===== src/rtl/seg_scan_if.sv =====
// Bundle of the scan controller's data-side signals: display value and controls in,
// digit enables plus nibble/blank toward the segment decoder out.
interface seg_scan_if;
    logic        en;
    logic        freeze;
    logic        lzb_en;
    logic [2:0]  bright;
    logic [31:0] Leddata;
    logic [7:0]  AN;
    logic [3:0]  code;
    logic        blank;
    logic [2:0]  digit;
    logic        frame_done;

    modport master (
        output en, freeze, lzb_en, bright, Leddata,
        input  AN, code, blank, digit, frame_done
    );

    modport slave (
        input  en, freeze, lzb_en, bright, Leddata,
        output AN, code, blank, digit, frame_done
    );
endinterface


===== src/rtl/seg_scan_ctrl.sv =====
// Eight-digit seven-segment scan controller: frame-latched data, per-digit PWM brightness
// in eight slots, optional leading-zero blanking, registered outputs one cycle behind state.
module seg_scan_ctrl #(
    parameter int SLOT_LEN = 9375
) (
    input  logic      clk,
    input  logic      rst,
    seg_scan_if.slave bus
);
    localparam int              PRE_W   = $clog2(SLOT_LEN);
    localparam logic [PRE_W-1:0] PRE_MAX = PRE_W'(SLOT_LEN - 1);

    logic [PRE_W-1:0] r_pre;
    logic [2:0]       r_slot;
    logic [2:0]       r_idx;
    logic [2:0]       r_bri_q;
    logic [31:0]      r_frame;

    logic [7:0]       r_an;
    logic [3:0]       r_code;
    logic             r_blank;
    logic [2:0]       r_digit;
    logic             r_frame_done;

    logic             w_slot_end;
    logic             w_digit_end;
    logic             w_frame_end;
    logic [3:0]       w_nibble;
    logic             w_upper_zero;
    logic             w_lzb_blank;
    logic             w_lit;
    logic [7:0]       w_an_lit;

    assign w_slot_end   = (r_pre == PRE_MAX);
    assign w_digit_end  = w_slot_end && (r_slot == 3'd7);
    assign w_frame_end  = w_digit_end && (r_idx == 3'd7);
    assign w_nibble     = r_frame[{r_idx, 2'b00} +: 4];
    // Nibbles idx..7 all zero means this digit is a leading zero.
    assign w_upper_zero = ((r_frame >> {r_idx, 2'b00}) == 32'd0);
    assign w_lzb_blank  = bus.lzb_en && (r_idx != 3'd0) && w_upper_zero;
    assign w_lit        = (r_slot <= r_bri_q) && !w_lzb_blank;
    assign w_an_lit     = ~(8'h80 >> r_idx);

    always_ff @(posedge clk) begin
        if (rst) begin
            r_pre   <= '0;
            r_slot  <= 3'd0;
            r_idx   <= 3'd0;
            r_bri_q <= 3'd0;
            r_frame <= 32'd0;
        end else if (!bus.en) begin
            r_pre   <= '0;
            r_slot  <= 3'd0;
            r_idx   <= 3'd0;
            r_bri_q <= bus.bright;
            r_frame <= bus.Leddata;
        end else begin
            if (w_slot_end) begin
                r_pre  <= '0;
                r_slot <= r_slot + 3'd1;
            end else begin
                r_pre  <= r_pre + PRE_W'(1);
            end
            // Brightness and frame data only move at digit/frame edges so nothing tears.
            if (w_digit_end) begin
                r_idx   <= r_idx + 3'd1;
                r_bri_q <= bus.bright;
                if (w_frame_end && !bus.freeze) begin
                    r_frame <= bus.Leddata;
                end
            end
        end
    end

    always_ff @(posedge clk) begin
        if (rst) begin
            r_an         <= 8'hFF;
            r_code       <= 4'd0;
            r_blank      <= 1'b1;
            r_digit      <= 3'd0;
            r_frame_done <= 1'b0;
        end else begin
            r_digit      <= r_idx;
            r_code       <= w_nibble;
            r_frame_done <= bus.en && w_frame_end;
            if (bus.en) begin
                r_an    <= w_lit ? w_an_lit : 8'hFF;
                r_blank <= !w_lit;
            end else begin
                r_an    <= 8'hFF;
                r_blank <= 1'b1;
            end
        end
    end

    assign bus.AN         = r_an;
    assign bus.code       = r_code;
    assign bus.blank      = r_blank;
    assign bus.digit      = r_digit;
    assign bus.frame_done = r_frame_done;
endmodule


===== src/flat_wrapper.sv =====
// flat-port wrapper written by rule: the top's interface ports become plain ports
module seg_scan_ctrl_flat 
#(
    parameter int SLOT_LEN = 9375
)
  (clk, rst, bus_en, bus_freeze, bus_lzb_en, bus_bright, bus_Leddata, bus_AN, bus_code, bus_blank, bus_digit, bus_frame_done);
  seg_scan_if bus_i ();
  input  logic clk;
  input  logic rst;
  input wire logic [$bits(bus_i.en)-1:0] bus_en;
  input wire logic [$bits(bus_i.freeze)-1:0] bus_freeze;
  input wire logic [$bits(bus_i.lzb_en)-1:0] bus_lzb_en;
  input wire logic [$bits(bus_i.bright)-1:0] bus_bright;
  input wire logic [$bits(bus_i.Leddata)-1:0] bus_Leddata;
  output wire logic [$bits(bus_i.AN)-1:0] bus_AN;
  output wire logic [$bits(bus_i.code)-1:0] bus_code;
  output wire logic [$bits(bus_i.blank)-1:0] bus_blank;
  output wire logic [$bits(bus_i.digit)-1:0] bus_digit;
  output wire logic [$bits(bus_i.frame_done)-1:0] bus_frame_done;
  assign bus_i.en = bus_en;
  assign bus_i.freeze = bus_freeze;
  assign bus_i.lzb_en = bus_lzb_en;
  assign bus_i.bright = bus_bright;
  assign bus_i.Leddata = bus_Leddata;
  assign bus_AN = bus_i.AN;
  assign bus_code = bus_i.code;
  assign bus_blank = bus_i.blank;
  assign bus_digit = bus_i.digit;
  assign bus_frame_done = bus_i.frame_done;
  seg_scan_ctrl #(.SLOT_LEN(SLOT_LEN)) u_core (.clk(clk), .rst(rst), .bus(bus_i));
endmodule

===== config.mk =====
export PLATFORM = sky130hd
export DESIGN_NAME = seg_scan_ctrl_flat
export DESIGN_NICKNAME = d
export VERILOG_FILES = /design/src/rtl/seg_scan_if.sv /design/src/rtl/seg_scan_ctrl.sv /design/src/flat_wrapper.sv
export SDC_FILE = /design/constraint.sdc
export NUM_CORES = 1
export LEC_CHECK = 0
export ABC_AREA = 1
export ABC_CLOCK_PERIOD_IN_PS = 1900
export BUFFER_PORTS_ARGS = -buffer_cell sky130_fd_sc_hd__buf_2
export CORE_AREA = 8 8 114 116
export CTS_CLUSTER_DIAMETER = 150
export CTS_CLUSTER_SIZE = 20
export DETAILED_ROUTE_END_ITERATION = 12
export DIE_AREA = 0 0 122 124
export GPL_ROUTABILITY_DRIVEN = 0
export PLACE_DENSITY = 0.55
export SETUP_SLACK_MARGIN = 0.02
export SLEW_MARGIN = 20
export SYNTH_ARGS = -nofsm -noshare
export SYNTH_HDL_FRONTEND = slang
export SYNTH_SLANG_ARGS = --single-unit

===== constraint.sdc =====
create_clock -name clk -period 1.9 [get_ports clk]
set_input_delay 0.095 -clock clk [delete_from_list [all_inputs] [get_ports clk]]
set_output_delay 0.095 -clock clk [all_outputs]
set_load 0.005 [all_outputs]

== After elaboration in Yosys (flattened, before gate mapping) ==
Index checks and enable logic that the tools add are counted.

* Add/subtract/negate cells: 3
* Magnitude comparators: 1
* Equality and inequality tests: 5
* Shifts and indexed selects: 3
* Mux-type cells: 5
* Bitwise gates (word level): 3
* Reduce and logical (&&, ||, !) cells: 16

{| class="wikitable"
|+ Operator list
! operator !! count
|-
| $mux W32 || 3
|-
| $logic_not A32 Y1 || 1
|-
| $shiftx A32 B6 Y4 || 1
|-
| $shr A32 B5 Y32 || 1
|-
| $add A14 B1 Y14 const B || 1
|-
| $eq A14 B14 Y1 const B || 1
|-
| $not A8 Y8 || 1
|-
| $shr A8 B3 Y8 const A || 1
|-
| $logic_and A1 B1 Y1 || 7
|-
| $add A3 B1 Y3 const B || 2
|-
| $eq A3 B3 Y1 const B || 2
|-
| $mux W3 || 2
|-
| $reduce_or A3 Y1 || 2
|-
| $ne A2 B1 Y1 const B || 2
|-
| $le A3 B3 Y1 || 1
|-
| $logic_not A1 Y1 || 3
|-
| $reduce_bool A3 Y1 || 1
|-
| $not A1 Y1 || 2
|-
| $reduce_and A2 Y1 || 1
|-
| $reduce_or A2 Y1 || 1
|}

* Bits in registers: 72
* Input bits: 40

== Longest topological paths before layout ==
Gate-level depths: netlist of the first run.

* Word-level depth: 7
* Depth in mapped cells: 14
* Depth with buffers taken out: 11

== Worst setup path after synthesis of the first run ==
OpenSTA, ideal clock, no wires.

* Kind: reg-to-reg
* Start point: register u_core.r_idx[0]
* End point: register u_core.r_an[0], in the netlist u_core.bus.AN[0]
* Setup time: 0.063 ns
* Data arrival time: 1.588 ns
* Slack: 0.249 ns
* Cell stages (with the launch flop): 15
* Path buffers: 3
* Cell sequence: dfxtp_1 > buf_4 > inv_2 > buf_6 > buf_6 > ha_1 > inv_1 > nor2_1 > nor2_1 > nand2_1 > nor2_1 > nand2_1 > nor2_2 > nand3_4 > nand3_1

* Cells in the longest elaborated chain, start to end: 7
* Elaborated cells between the ends (all ways): 11
* Those cells by class: shift (2); bitwise (2); reduce/logical (7)

{| class="wikitable"
|+ Ends and longest elaborated chain
! item !! RTL line !! RTL
|-
| start, declared || seg_scan_ctrl.sv:15 || <nowiki>logic [2:0] r_idx;</nowiki>
|-
| start signal, assigned || seg_scan_ctrl.sv:66 || <nowiki>r_idx <= r_idx + 3'd1;</nowiki>
|-
| $shr A32 B5 Y32 / $reduce_bool A3 Y1 (equally long branches) || seg_scan_ctrl.sv:39, seg_scan_ctrl.sv:40 ||
|-
| $logic_not A32 Y1 / $logic_and A1 B1 Y1 (equally long branches) || seg_scan_ctrl.sv:39, seg_scan_ctrl.sv:40 ||
|-
| $logic_and A1 B1 Y1 || seg_scan_ctrl.sv:40 || <nowiki>assign w_lzb_blank = bus.lzb_en && (r_idx != 3'd0) && w_upper_zero;</nowiki>
|-
| $logic_not A1 Y1 || seg_scan_ctrl.sv:41 || <nowiki>assign w_lit = (r_slot <= r_bri_q) && !w_lzb_blank;</nowiki>
|-
| $logic_and A1 B1 Y1 || seg_scan_ctrl.sv:41 ||
|-
| $not A1 Y1 (no line) || -- ||
|-
| $reduce_or A3 Y1 (no line) || -- ||
|-
| end signal, assigned || seg_scan_ctrl.sv:87 || <nowiki>r_an <= w_lit ? w_an_lit : 8'hFF;</nowiki>
|-
| end, declared || seg_scan_ctrl.sv:19 || <nowiki>logic [7:0] r_an;</nowiki>
|}

Several ways; a longest one is shown, not always the timed one.
A chain may end at the register's enable or synchronous reset.

== Worst setup path after layout of the first run ==
* Start point: register u_core.r_pre[0]
* End point: register u_core.r_frame[1]

* Cells in the longest elaborated chain, start to end: 6
* Elaborated cells between the ends (all ways): 7
* Those cells by class: eq/ne (3); reduce/logical (4)

{| class="wikitable"
|+ Ends and longest elaborated chain
! item !! RTL line !! RTL
|-
| start, declared || seg_scan_ctrl.sv:13 || <nowiki>logic [PRE_W-1:0] r_pre;</nowiki>
|-
| start signal, assigned || seg_scan_ctrl.sv:62 || <nowiki>r_pre <= r_pre + PRE_W'(1);</nowiki>
|-
| $eq A14 B14 Y1 (*) || seg_scan_ctrl.sv:34 || <nowiki>assign w_slot_end = (r_pre == PRE_MAX);</nowiki>
|-
| $logic_and A1 B1 Y1 (*) || seg_scan_ctrl.sv:35 || <nowiki>assign w_digit_end = w_slot_end && (r_slot == 3'd7);</nowiki>
|-
| $logic_and A1 B1 Y1 || seg_scan_ctrl.sv:36 || <nowiki>assign w_frame_end = w_digit_end && (r_idx == 3'd7);</nowiki>
|-
| $logic_and A1 B1 Y1 || seg_scan_ctrl.sv:68 || <nowiki>if (w_frame_end && !bus.freeze) begin</nowiki>
|-
| $ne A2 B1 Y1 (no line) || -- ||
|-
| $reduce_and A2 Y1 (no line) (*) || -- ||
|-
| end signal, assigned || seg_scan_ctrl.sv:56 || <nowiki>r_frame <= bus.Leddata;</nowiki>
|-
| end signal, assigned || seg_scan_ctrl.sv:69 || <nowiki>r_frame <= bus.Leddata;</nowiki>
|-
| end, declared || seg_scan_ctrl.sv:17 || <nowiki>logic [31:0] r_frame;</nowiki>
|}

Every way passes the cells marked *; elsewhere a longest branch is shown, timed or not.

==> results of run 1 <==
[flip-flops by register name (all words and copies together) (netlist names)]
name                   flops
u_core.bus.AN              8
u_core.bus.blank           1
u_core.bus.code            4
u_core.bus.digit           3
u_core.bus.frame_done      1
u_core.r_bri_q             3
u_core.r_frame            32
u_core.r_idx               3
u_core.r_pre              14
u_core.r_slot              3
[metrics by stage]
step | cell area, um^2 | TNS [ns] | total power [mW] | utilization, % | setup WS [ns]
floorplan | 3817 | 0 | 1.873 | - | 0.2486
global placement | 4233 | 0 | 1.982 | 37.88 | 0.1273
detailed placement | 4233 | 0 | 1.989 | 37.88 | 0.09804
CTS | 4810 | 0 | 3.675 | 43.04 | 0.07705
global route | 4996 | -0.01341 | 3.805 | 44.71 | -0.01341
finish | 4996 | 0 | 3.639 | 44.71 | 0.1345
[power breakdown]
part	internal, mW	switching [mW]	leakage [nW]
Clock	0.908	0.722	0.135
Combinational	0.180	0.222	1.65
Sequential	1.57	0.0348	0.592
[cells in the final DEF, fill, tap and decap left out, types with 2 or more instances in the layout]
| cell | instances |
|---|---|
| inv_1 | 56 |
| clkinv_1 | 2 |
| o21ai_0 | 17 |
| o21ai_1 | 2 |
| xor2_1 | 3 |
| ha_1 | 11 |
| buf_2 | 56 |
| inv_2 | 7 |
| nor2_2 | 3 |
| nand4_1 | 5 |
| inv_6 | 3 |
| dlygate4sd3_1 | 29 |
| nand3b_1 | 3 |
| nor2_1 | 79 |
| nor3_1 | 4 |
| dfxtp_1 | 69 |
| nor3b_1 | 3 |
| nand3_4 | 2 |
| buf_4 | 11 |
| clkinvlp_4 | 2 |
| dfxtp_2 | 3 |
| buf_12 | 4 |
| buf_6 | 2 |
| nand2_1 | 149 |
| nand3_1 | 81 |
| a21oi_1 | 44 |
| clkbuf_16 | 12 |
[final cells by class]
| class | count | area [um^2] | share of cell area (%) |
|---|---|---|---|
| tap | 143 | 178.9 | 3.581 |
| timing repair buffer | 105 | 830.8 | 16.63 |
| clock buffer | 9 | 225.2 | 4.508 |
| inverter | 66 | 250.2 | 5.009 |
| sequential | 72 | 1445 | 28.93 |
| multi-input combinational | 416 | 2004 | 40.12 |
| clock inverter | 7 | 61.31 | 1.227 |
[logic make-up (layout without fill, tap and decap cells)]
| family | count (synthesis) | count (layout) | share of synthesized area, % |
|---|---|---|---|
| AOI/OAI and AO/OA | 66 | 66 | 8.850 |
| xor gates and xnor gates | 3 | 3 | 0.6884 |
| adders and majority gates | 13 | 13 | 4.261 |
| buffers and inverters | 94 | 187 | 10.65 |
| DFF | 72 | 72 | 37.76 |
| and+or+nand+nor | 333 | 334 | 37.79 |
[routing by layer]
| metal | global-route usage, % | vias to the layer above | share of wire [%] |
|---|---|---|---|
| met5 | 0 | - | 0 |
| met3 | 3.218 | 12 | 5.5 |
| met1 | 18.01 | 1725 | 49 |
| met4 | 5.551 | 0 | 1.5 |
| li1 | - | 2034 | - |
| met2 | 20.91 | 90 | 44 |
[critical path, stage by stage, from the launching register on]
cell and delay [ns]:
dfxtp_2 0.33, inv_2 0.06, ha_4 0.13, nand4_1 0.08
nor2_2 0.16, nand2b_4 0.07, nor2_4 0.15, nand3_4 0.20
buf_12 0.23, a21oi_1 0.16, nor2_1 0.07
[final timing paths]
| check | to | slack, ns | depth (start not counted) |
|---|---|---|---|
| worst max-delay path | u_core.r_frame[1] | 0.13 | 10 |
| worst min-delay path | u_core.r_frame[0] | 0.02 | 3 |
| worst max register to register | u_core.r_frame[1] | 0.13 | 10 |
| worst min register to register | u_core.r_slot[0] | 0.49 | 1 |
[what timing repair did]
item / in CTS / in global routing
endpoints found under the setup margin: 0 / 46
gates resized for setup: 0 / 19
buffers inserted: 0 / 5
endpoints found under the hold margin: 29 / 0
hold buffers: 29 / 0
==> impl_summary.log, run 1 <==
[metrics] measured slew at the worst slew-check pin: 0.6400 ns
[metrics] wire length per cell after detailed routing: roughly 13 um
[metrics] startpoint-to-endpoint class of the critical path: flop to flop
[metrics] share of the clock period used by the worst path: between 90 and 100%
[metrics] top-count cell post-synth: nand2_1
[metrics] reg-to-reg critical path startpoint: u_core.r_pre[0]
[metrics] unique cell type count in the Yosys netlist: 29
[metrics] total of flip-flops plus latches after synthesis: 72
[metrics] number of nets in the layout: 723
[metrics] number of sinks driven by the clock tree: approximately 70
[metrics] most area-consuming cells after synthesis: dfxtp_1 (38%), nand2_1 (15%), nand3_1 (11%)
[metrics] overflow left after global routing: 0
[metrics] port buffer count: between 50 and 60
[metrics] Vert. Die Dim: about 120 um
[metrics] RSZ-0062 raised after global routing: yes
[metrics] total setup violations reported at the end of the flow: 0
[metrics] final routed DRC violation total: 0
[metrics] Die Footprint: about 0.015 mm^2
[metrics] diodes inserted: 0
[metrics] CP required: 2.13 ns
[metrics] Min Clock Period, post-route: roughly 1.8 ns
[metrics] H-tree Lvls: 3
[metrics] Worst VDD drop: about 0.40 mV
[metrics] hold crit path type: input pin to flop
[metrics] sequential fraction of the synthesis area: between 30% and 40%
[metrics] async set-reset flop share out of synthesis: 0%
[metrics] Crit Path Max Fanout: 24
[metrics] clock latency of the later-clocked register in the worst-skew pair: around 0.34 ns
[metrics] final hold slack: 0.01946 ns
[metrics] kind of end point of the critical path: flop
[metrics] cell at the root of the clock tree: clkbuf_16
[metrics] number of max-capacitance violations reported: 0
[metrics] Post-Synthesis Net Count: ~630
[metrics] number of iterations in the first detailed-routing pass: 6
[metrics] data arrival time of the worst path: 2.00 ns
[metrics] Worst Setup Start Kind: flop
[metrics] CORE AREA: 0.01117 mm^2
[metrics] synthesis-to-layout area growth: 30.88%
[metrics] portion of synthesized cell area occupied by the leading cell type: 37.76%
[metrics] total half-perimeter wirelength after legalization and detailed placement: 7181 um
[metrics] filler cell count in the final layout: 1137
[metrics] clock transition at the register clock pins on the worst setup and hold paths after CTS: 0.07 ns
[metrics] number of global-route vias before repair: 3486
[metrics] EDFF count, synth: 0
[metrics] worst max-slew margin expressed relative to the limit: between 50% and 60%
[metrics] starting density of the core: around a third
[metrics] global-route wire length before repair: 16520 um
[metrics] die extent in x: roughly 120 um
[metrics] critical path launch point: u_core.r_pre[0]
[metrics] via count: 3861
[metrics] remaining antenna violation count after routing: 0
[metrics] Top FF cell, synth: dfxtp_1
[metrics] outcome: complete, no violations
[metrics] clock skew after layout: ~0.009 ns
[metrics] cell accounting for the most synthesized area: dfxtp_1
[metrics] largest net degree at the start of global routing: 66
[metrics] initial antenna violation count: 0
[metrics] static leakage: ~2.4 nW
[metrics] Max Clock Freq: about 570 MHz
[metrics] number of warning messages in the yosys log: 0
[metrics] GR Util All Layers: roughly 14%
[metrics] mean area per synthesized cell: between 6 and 7 um^2
[metrics] Routed WL: between 10000 and 15000 um
[metrics] number of clock buffers inserted by TritonCTS: 9
[metrics] Inst Count DP: ~760
[metrics] worst-case clock buffer depth: 2
[metrics] row count: 39
[metrics] post-layout instance count excluding filler cells: approximately 820
[metrics] Starting DRT DRC Count: between 200 and 250
[metrics] number of hold violations in the final report: 0
[metrics] synthesized netlist cell count: 581
[metrics] I/O Pins: 57
[metrics] Worst Hold Launch: bus_Leddata[0]
[metrics] detail-routed via count per cell: 4.720
[metrics] TritonCTS clock tree: yes
[metrics] number of max-slew violations in the final report: 0
[metrics] fraction of final layout cells sized beyond drive strength 1: 16.89%
[metrics] total standard cell area after synthesis: between 0.003 and 0.004 mm^2
[metrics] leading cell types by count after synthesis: nand2_1 (149), nand3_1 (81), nor2_1 (81), dfxtp_1 (72), inv_1 (57)
[metrics] power per standard cell area: 728.5 mW/mm^2
Note: power is estimated with default switching activity, not from simulation.
==> run 2, diff against run 1 <==
--- a/config.mk
+++ b/config.mk
@@ -5,14 +5,13 @@
 export SDC_FILE = /design/constraint.sdc
 export NUM_CORES = 1
 export LEC_CHECK = 0
-export ABC_AREA = 1
 export ABC_CLOCK_PERIOD_IN_PS = 1900
 export BUFFER_PORTS_ARGS = -buffer_cell sky130_fd_sc_hd__buf_2
-export CORE_AREA = 8 8 114 116
+export CORE_AREA = 8 8 108 110
 export CTS_CLUSTER_DIAMETER = 150
 export CTS_CLUSTER_SIZE = 20
 export DETAILED_ROUTE_END_ITERATION = 12
-export DIE_AREA = 0 0 122 124
+export DIE_AREA = 0 0 116 118
 export GPL_ROUTABILITY_DRIVEN = 0
 export PLACE_DENSITY = 0.55
 export SETUP_SLACK_MARGIN = 0.02
==> run 2 against run 1 <==
The run now ends with negative setup slack left. Hold slack worse by 0.0052 ns. Sequential power is essentially flat. Core utilization grew 6.6 points. Fmax down 7.8%. Setup slack worse by 0.15 ns. Total power down 12%. Synthesized cell count fell by 34%. Clock-buffer cell count is the same. Critical path depth decreased by 1. Sequential cell count is the same.
==> impl_summary.log, run 2 <==
[metrics] outcome: finished with violations
[metrics] violations in the final reports: negative setup slack
[metrics] async set-reset flop share out of synthesis: 0% (unchanged)
[metrics] cell accounting for the most synthesized area: dfxtp_1
[metrics] data arrival time of the worst path: 2.19 ns (+0.19 ns)
[metrics] logic gate share of total power: 14.9% (+3.8 points)
[metrics] clock transition at the register clock pins on the worst setup and hold paths after CTS: 0.09 ns (+0.02 ns)
[metrics] Max Clock Freq: 522.0 MHz (-7.8%)
[metrics] most used cells in the layout excluding fill and tap cells: dfxtp_1 (67), buf_2 (56), nand2_1 (42)
[metrics] measured slew at the worst slew-check pin: 0.6342 ns (-0.005811 ns)
[metrics] minimum setup slack after placement: -0.1251 ns (-0.2232 ns)
[metrics] Crit Path Max Fanout: 8 (-67%)
[metrics] met1 WL: 4238 um (-17%)
[metrics] Util after Layout: 51.29% (+6.6 points)
[metrics] number of max-slew violations in the final report: 0 (unchanged)
[metrics] Top FF cell, synth: dfxtp_1
[metrics] port buffer count: 56 (unchanged)
[metrics] portion of synthesized cell area occupied by the leading cell type: 42.03% (+4.3 points)
[metrics] Sequential cell area: 0.001453 mm^2 (+0.52%)
[metrics] number of clock buffers inserted by TritonCTS: 9 (unchanged)
[metrics] remaining antenna violation count after routing: 0 (unchanged)
[metrics] sequential fraction of the synthesis area: 42.03% (+4.3 points)
[metrics] WL met2: 4881 um (+7.9%)
[metrics] TritonCTS clock tree: yes
[metrics] initial antenna violation count: 0 (unchanged)
[metrics] synthesis-to-layout area growth: 49.54%
[metrics] H-tree Lvls: 3 (unchanged)
[metrics] synthesized netlist cell count: 381 (-34%)
[metrics] number of warning messages in the yosys log: 0 (unchanged)
[metrics] unique cell type count in the Yosys netlist: 48 (+66%)
[metrics] GR Util All Layers: 13.97% (+0.35 points)
[metrics] register-to-register path setup slack: -0.02 ns (-0.15 ns)
[metrics] Post-Synthesis Net Count: 434 (-32%)
[metrics] post-layout worst setup margin: -0.01561 ns (-0.1501 ns)
[metrics] CORE AREA: 0.01000 mm^2 (-11%)
[metrics] diodes inserted: 0 (unchanged)
[metrics] most area-consuming cells after synthesis: dfxtp_1 (42%), nand2_1 (7.0%), mux4_2 (5.3%)
[metrics] static leakage: 2.081 nW (-12%)
[metrics] fraction of final layout cells sized beyond drive strength 1: 42.29% (+25 points)
[metrics] Switching Fraction: 28.46% (+1.6 points)
[metrics] CP required: 2.17 ns (+0.04 ns)
[metrics] RSZ-0062 raised after global routing: yes
[metrics] largest net degree at the start of global routing: 43 (-35%)
[metrics] overflow left after global routing: 0 (unchanged)
[metrics] clock latency of the later-clocked register in the worst-skew pair: 0.35 ns (about the same)
[metrics] die extent in x: 116 um (-4.9%)
[metrics] number of sinks driven by the clock tree: 72 (unchanged)
[metrics] leading cell types by count after synthesis: dfxtp_1 (72), nand2_1 (64), nor2_1 (38), a21oi_1 (30), nor3_1 (15)
[metrics] Worst Setup Start Kind: flop
[metrics] I/O Pins: 57 (unchanged)
[metrics] Routed WL: 9858 um (-5.0%)
[metrics] filler cell count in the final layout: 932 (-18%)
[metrics] clock power share: 34.4% (-10 points)
[metrics] total standard cell area after synthesis: 0.003430 mm^2 (-10%)
[metrics] worst max-slew margin expressed relative to the limit: 57.72% (+0.39 points)
[metrics] total half-perimeter wirelength after legalization and detailed placement: 6707 um (-6.6%)
[metrics] worst-case clock buffer depth: 2 (unchanged)
[metrics] starting density of the core: 34.30% (+0.13 points)
[metrics] row count: 37 (-5.1%)
[metrics] total of flip-flops plus latches after synthesis: 72 (unchanged)
[metrics] Starting DRT DRC Count: 165 (-29%)
[metrics] switching power: 0.9067 mW (-7.4%)
[metrics] global-route wire length before repair: 15350 um (-7.1%)
[metrics] cell at the root of the clock tree: clkbuf_8
[metrics] number of iterations in the first detailed-routing pass: 4 (-2)
[metrics] largest register by flop count: u_core.r_frame
[metrics] flip-flop count of the largest register after layout: 32 (unchanged)
[metrics] via count: 3212 (-17%)
[metrics] kind of end point of the critical path: flop
[metrics] hold crit path type: input pin to flop
[metrics] clock skew after layout: 0.01427 ns (+0.005488 ns)
[metrics] number of global-route vias before repair: 3170 (-9.1%)
[metrics] detail-routed via count per cell: 5.003 (+6.0%)
[metrics] number of max-capacitance violations reported: 0 (unchanged)
[metrics] Vert. Die Dim: 118 um (-4.8%)
[metrics] routed length on met3: 516 um (-9.3%)
[metrics] total setup violations reported at the end of the flow: 15 (+15)
[metrics] number of hold violations in the final report: 0 (unchanged)
[metrics] power share of the sequential group: 50.7% (+6.6 points)
[metrics] startpoint-to-endpoint class of the critical path: flop to flop
[metrics] sum of negative setup slack: -0.1003 ns (-0.1003 ns)
[metrics] top-count cell post-synth: dfxtp_1
[metrics] Worst VDD drop: 0.3137 mV (-22%)
[metrics] Die Footprint: 0.01369 mm^2 (-9.5%)
[metrics] final routed DRC violation total: 0 (unchanged)
[metrics] Min Clock Period, post-route: 1.916 ns (+0.1501 ns)
[metrics] mean area per synthesized cell: 9.001 um^2 (+37%)
[metrics] wire length per cell after detailed routing: 15.36 um (+21%)
[metrics] share of the clock period used by the worst path: 100.8% (+7.9 points)
[metrics] EDFF count, synth: 0 (unchanged)
[metrics] commonest non-fill, non-tap cell in the layout: dfxtp_1
[metrics] number of nets in the layout: 554 (-23%)
[metrics] cell internal pwr: 2.279 mW (-14%)
[metrics] multi-input gate area in the final layout: 0.002252 mm^2 (+12%)
[metrics] highest signal layer in the routed design: met4
[metrics] power per standard cell area: 621.1 mW/mm^2 (-15%)
[run 2: changes by cell type after synthesis, moves of 12 or more]
cell / previous run / this run
nor2_1: 81 / 38
nand2_1: 149 / 64
nand3_1: 81 / 9
a21oi_1: 44 / 30
inv_1: 57 / 9
o21ai_0: 17 / 5
[run 2: per-layer routing]
metal	GRT usage, %	vias up
met5	0	-
met4	4.461	0
met3	4.105	21
met2	23.03	88
met1	16.85	1512
li1	-	1591
[run 2: cell families after synthesis]
logic type | synth area share, %
AND/OR/NAND/NOR | 24.52
flip-flops | 42.03
AO/OA/AOI/OAI | 13.61
buffers and inverters | 4.487
multiplexers | 7.297
XOR/XNOR | 3.320
adder cells (fa/ha/maj) | 4.743
[run 2: what timing repair did]
item,4_1_cts,5_1_grt
buffers inserted,1,7
pin swaps,8,71
setup endpoints to repair,11,42
cloned,1,3
hold buffers,31,1
resized for setup,12,95
endpoints found under the hold margin,31,1
[run 2: worst max-delay path, stage by stage (launching register included)]
cell and delay [ns]:
dfxtp_2 0.33, inv_2 0.05, ha_4 0.11, and4bb_2 0.26
nand4_4 0.16, o41ai_4 0.34, buf_6 0.21, clkbuf_16 0.21
nand2_4 0.05, a21oi_2 0.11
[run 2: per-stage QoR]
step	power [mW]	std cells	cell area [um^2]	hold slack, ns
2_1_floorplan	1.821	381	3453	0.2287
3_3_place_gp	1.955	583	4058	0.3364
3_5_place_dp	1.959	583	4058	0.3458
4_1_cts	3.119	631	4628	0.007067
5_1_grt	3.338	642	5129	0.0003294
6_report	3.185	642	5129	0.01427
[run 2: power by group through the flow]
| stage | Sequential (mW) | Clock, mW | Combinational, mW |
|---|---|---|---|
| floorplan | 1.63 | 0 | 0.193 |
| global placement | 1.64 | 0 | 0.311 |
| detailed placement | 1.65 | 0 | 0.314 |
| global route | 1.62 | 1.20 | 0.518 |
| finish | 1.61 | 1.10 | 0.475 |
| CTS | 1.61 | 1.14 | 0.374 |
[run 2: final timing paths]
kind / startpoint / endpoint / depth (start not counted)
setup / recovery: u_core.r_pre[0] / u_core.r_frame[0] / 9
setup reg to reg: u_core.r_pre[0] / u_core.r_frame[0] / 9
hold reg to reg: u_core.r_frame[2] / u_core.r_frame[2] / 2
hold / removal: bus_Leddata[6] / u_core.r_frame[6] / 3
[run 2: cell type report]
| type | instances | area share (%) |
|---|---|---|
| multi-input cells | 279 | 43.91 |
| clock inverters | 7 | 1.098 |
| repair buffers | 129 | 20.18 |
| clock buffers | 9 | 2.415 |
| flip-flops and latches | 72 | 28.32 |
| well taps | 136 | 3.318 |
| inverters | 10 | 0.7563 |
==> run 3, diff against run 2 <==
--- a/config.mk
+++ b/config.mk
@@ -5,16 +5,17 @@
 export SDC_FILE = /design/constraint.sdc
 export NUM_CORES = 1
 export LEC_CHECK = 0
+export ABC_AREA = 1
 export ABC_CLOCK_PERIOD_IN_PS = 1900
 export BUFFER_PORTS_ARGS = -buffer_cell sky130_fd_sc_hd__buf_2
-export CORE_AREA = 8 8 108 110
+export CORE_AREA = 8 8 114 116
 export CTS_CLUSTER_DIAMETER = 150
 export CTS_CLUSTER_SIZE = 20
 export DETAILED_ROUTE_END_ITERATION = 12
-export DIE_AREA = 0 0 116 118
+export DIE_AREA = 0 0 122 124
 export GPL_ROUTABILITY_DRIVEN = 0
 export PLACE_DENSITY = 0.55
-export SETUP_SLACK_MARGIN = 0.02
+export SETUP_SLACK_MARGIN = 0.5
 export SLEW_MARGIN = 20
 export SYNTH_ARGS = -nofsm -noshare
 export SYNTH_HDL_FRONTEND = slang
==> run 3 against run 2 <==
The run ends with negative hold slack left. Critical path type unchanged. Highest routed layer unchanged. Cell area grew 5.8%. Final cell count grew 29%. Hold slack lost 0.017 ns. Largest power group unchanged. Combinational power shrank 4%.
==> impl_summary.log, run 3 (synthesis results as in run 1) <==
[metrics] outcome: finished with violations
[metrics] violations in the final reports: negative hold slack
[metrics] cell at the root of the clock tree: clkbuf_16
[metrics] number of hold violations in the final report: 1 (+1)
[metrics] largest net degree at the start of global routing: 66 (+53%)
[metrics] post-layout instance count excluding filler cells: 827 (+29%)
[metrics] CORE AREA: 0.01117 mm^2 (+12%)
[metrics] Routed WL: 11050 um (+12%)
[metrics] register-to-register path setup slack: 0.23 ns (+0.24 ns)
[metrics] TritonCTS clock tree: yes
[metrics] reg-to-reg endpoint: u_core.r_pre[12]
[metrics] remaining antenna violation count after routing: 0 (unchanged)
[metrics] clock transition at the register clock pins on the worst setup and hold paths after CTS: 0.06 ns (-0.03 ns)
[metrics] most used cells in the layout excluding fill and tap cells: nand2_1 (133), nor2_1 (73), dfxtp_1 (66)
[metrics] synthesis-to-layout area growth: 42.08%
[metrics] RSZ-0062 raised after global routing: yes
[metrics] fraction of final layout cells sized beyond drive strength 1: 29.09% (-13 points)
[metrics] Die Footprint: 0.01513 mm^2 (+11%)
[metrics] port buffer count: 56 (unchanged)
[metrics] row count: 39 (+5.4%)
[metrics] GR Util All Layers: 15.16% (+1.2 points)
[metrics] Crit Path Max Fanout: 4 (-4)
[metrics] Inst Count DP: 763 (+31%)
[metrics] kind of end point of the critical path: flop
[metrics] commonest non-fill, non-tap cell in the layout: nand2_1
[metrics] post-detailed-placement cell area: 0.004374 mm^2 (+7.8%)
[metrics] total half-perimeter wirelength after legalization and detailed placement: 7102 um (+5.9%)
[metrics] measured slew at the worst slew-check pin: 0.4095 ns (-0.2246 ns)
[metrics] detail-routed via count per cell: 4.821 (-3.6%)
[metrics] clock skew after layout: 0.007342 ns (-0.006926 ns)
[metrics] number of nets in the layout: 732 (+32%)
[metrics] flip-flop count of the largest register after layout: 32 (unchanged)
[metrics] via count: 3987 (+24%)
[metrics] CP required: 2.13 ns (-0.04 ns)
[metrics] hold path depth: 3 (unchanged)
[metrics] worst max-slew margin expressed relative to the limit: 72.70% (+15 points)
[metrics] diodes inserted: 0 (unchanged)
[metrics] die extent in x: 122 um (+5.2%)
[metrics] hold crit path type: input pin to flop
[metrics] clock latency of the later-clocked register in the worst-skew pair: 0.33 ns (-0.02 ns)
[metrics] post-route cell area: 0.005424 mm^2 (+5.8%)
[metrics] initial antenna violation count: 0 (unchanged)
[metrics] reg-to-reg critical path startpoint: u_core.r_pre[0]
[metrics] number of clock buffers inserted by TritonCTS: 9 (unchanged)
[metrics] power per standard cell area: 678.0 mW/mm^2 (+9.2%)
[metrics] starting density of the core: 34.16% (-0.13 points)
[metrics] static leakage: 2.492 nW (+20%)
[metrics] sum of negative setup slack: 0 ns (+0.1003 ns)
[metrics] share of the clock period used by the worst path: 88.11% (-13 points)
[metrics] final routed DRC violation total: 0 (unchanged)
[metrics] overflow left after global routing: 0 (unchanged)
[metrics] total setup violations reported at the end of the flow: 0 (-15)
[metrics] cells on worst reg2reg path: 10 (+1)
[metrics] number of global-route vias before repair: 3834 (+21%)
[metrics] Worst VDD drop: 0.3408 mV (+8.6%)
[metrics] Worst Setup Start Kind: flop
[metrics] H-tree Lvls: 3 (unchanged)
[metrics] final hold slack: -0.003214 ns (-0.01749 ns)
[metrics] number of max-capacitance violations reported: 0 (unchanged)
[metrics] largest register by flop count: u_core.r_frame
[metrics] Starting DRT DRC Count: 203 (+23%)
[metrics] number of max-slew violations in the final report: 0 (unchanged)
[metrics] Util after Layout: 48.54% (-2.8 points)
[metrics] worst hold path endpoint: u_core.r_frame[23]
[metrics] startpoint-to-endpoint class of the critical path: flop to flop
[metrics] number of iterations in the first detailed-routing pass: 4 (unchanged)
[metrics] I/O Pins: 57 (unchanged)
[metrics] number of sinks driven by the clock tree: 72 (unchanged)
[metrics] Worst Hold Launch: bus_Leddata[23]
[metrics] data arrival time of the worst path: 1.90 ns (-0.29 ns)
[metrics] Max Clock Freq: 597.3 MHz (+14%)
[metrics] Min Clock Period, post-route: 1.674 ns (-0.2415 ns)
[metrics] worst-case clock buffer depth: 2 (unchanged)
[metrics] wire length per cell after detailed routing: 13.37 um (-13%)
[metrics] Vert. Die Dim: 124 um (+5.1%)
[metrics] global-route wire length before repair: 18480 um (+20%)
run 3: cell types whose count changed in the layout (fill, tap and decap cells not counted), moves of 15 or more:
cell / previous run / this run
a21oi_1: 8 / 24
buf_4: 32 / 15
nand3_2: 0 / 16
nand2_2: 0 / 15
nand2_1: 42 / 133
nand2_4: 32 / 1
nor2_1: 38 / 73
nand3_1: 9 / 65
inv_1: 8 / 51
run 3: power by group:
part           internal, mW  leakage (nW)  switching (mW)  total, mW
combinational         0.208          1.76           0.250      0.458
sequential             1.57         0.594          0.0346       1.61
clock                 0.955         0.135           0.658       1.61
run 3: what timing repair did:
item,4_1_cts,5_1_grt
pin swaps,19,6
cloned,4,1
hold buffers,29,0
setup buffers,7,7
endpoints found under the hold margin,29,0
resized for setup,55,30
setup endpoints to repair,60,62
run 3: final cells by class:
| type | instances | area (um^2) |
|---|---|---|
| clock buffer | 12 | 256.5 |
| clock inverter | 4 | 28.78 |
| fill | 1096 | 5751 |
| inverter | 66 | 265.3 |
| multi-input combinational | 416 | 2302 |
| sequential | 72 | 1451 |
| tap | 143 | 178.9 |
| timing repair buffer | 113 | 929.6 |
| timing repair inverter | 1 | 11.26 |
run 3: routing by layer:
| metal | up-vias | track usage [%] | part of all wire, % |
|---|---|---|---|
| met4 | 0 | 6.785 | 1.8 |
| met3 | 15 | 3.083 | 6.0 |
| li1 | 2054 | - | - |
| met1 | 1819 | 19.08 | 46 |
| met2 | 99 | 24.60 | 46 |
| met5 | - | 0 | 0 |
run 3: how the worst max path moves through the flow:
| stage | from | endpoint | slack (ns) | cells after the start |
|---|---|---|---|---|
| 2_1_floorplan | u_core.r_idx[0] | u_core.bus.AN[4] | 0.31 | 14 |
| 3_3_place_gp | u_core.r_pre[0] | u_core.r_frame[12] | 0.25 | 10 |
| 3_5_place_dp | u_core.r_pre[0] | u_core.r_frame[23] | 0.19 | 11 |
| 4_1_cts | u_core.r_pre[0] | u_core.r_frame[23] | 0.25 | 11 |
| 5_1_grt | u_core.r_pre[0] | u_core.r_frame[11] | 0.12 | 11 |
| 6_report | u_core.r_pre[0] | u_core.r_pre[12] | 0.23 | 10 |
run 3: per-stage QoR:
step	power, mW	worst slack, ns
2_1_floorplan	1.886	0.3127
3_3_place_gp	2.007	0.2496
3_5_place_dp	2.012	0.1893
4_1_cts	3.694	0.2497
5_1_grt	3.840	0.1245
6_report	3.677	0.2259
run 3: critical path: stages (launching register included):
cell and delay, ns:
dfxtp_2 0.35, buf_4 0.11, ha_2 0.18, nand2_2 0.07, nor2_1 0.09, inv_1 0.08, nor3_2 0.21, nand2_2 0.13
nor3_2 0.14, xor2_1 0.17, nor2_1 0.06
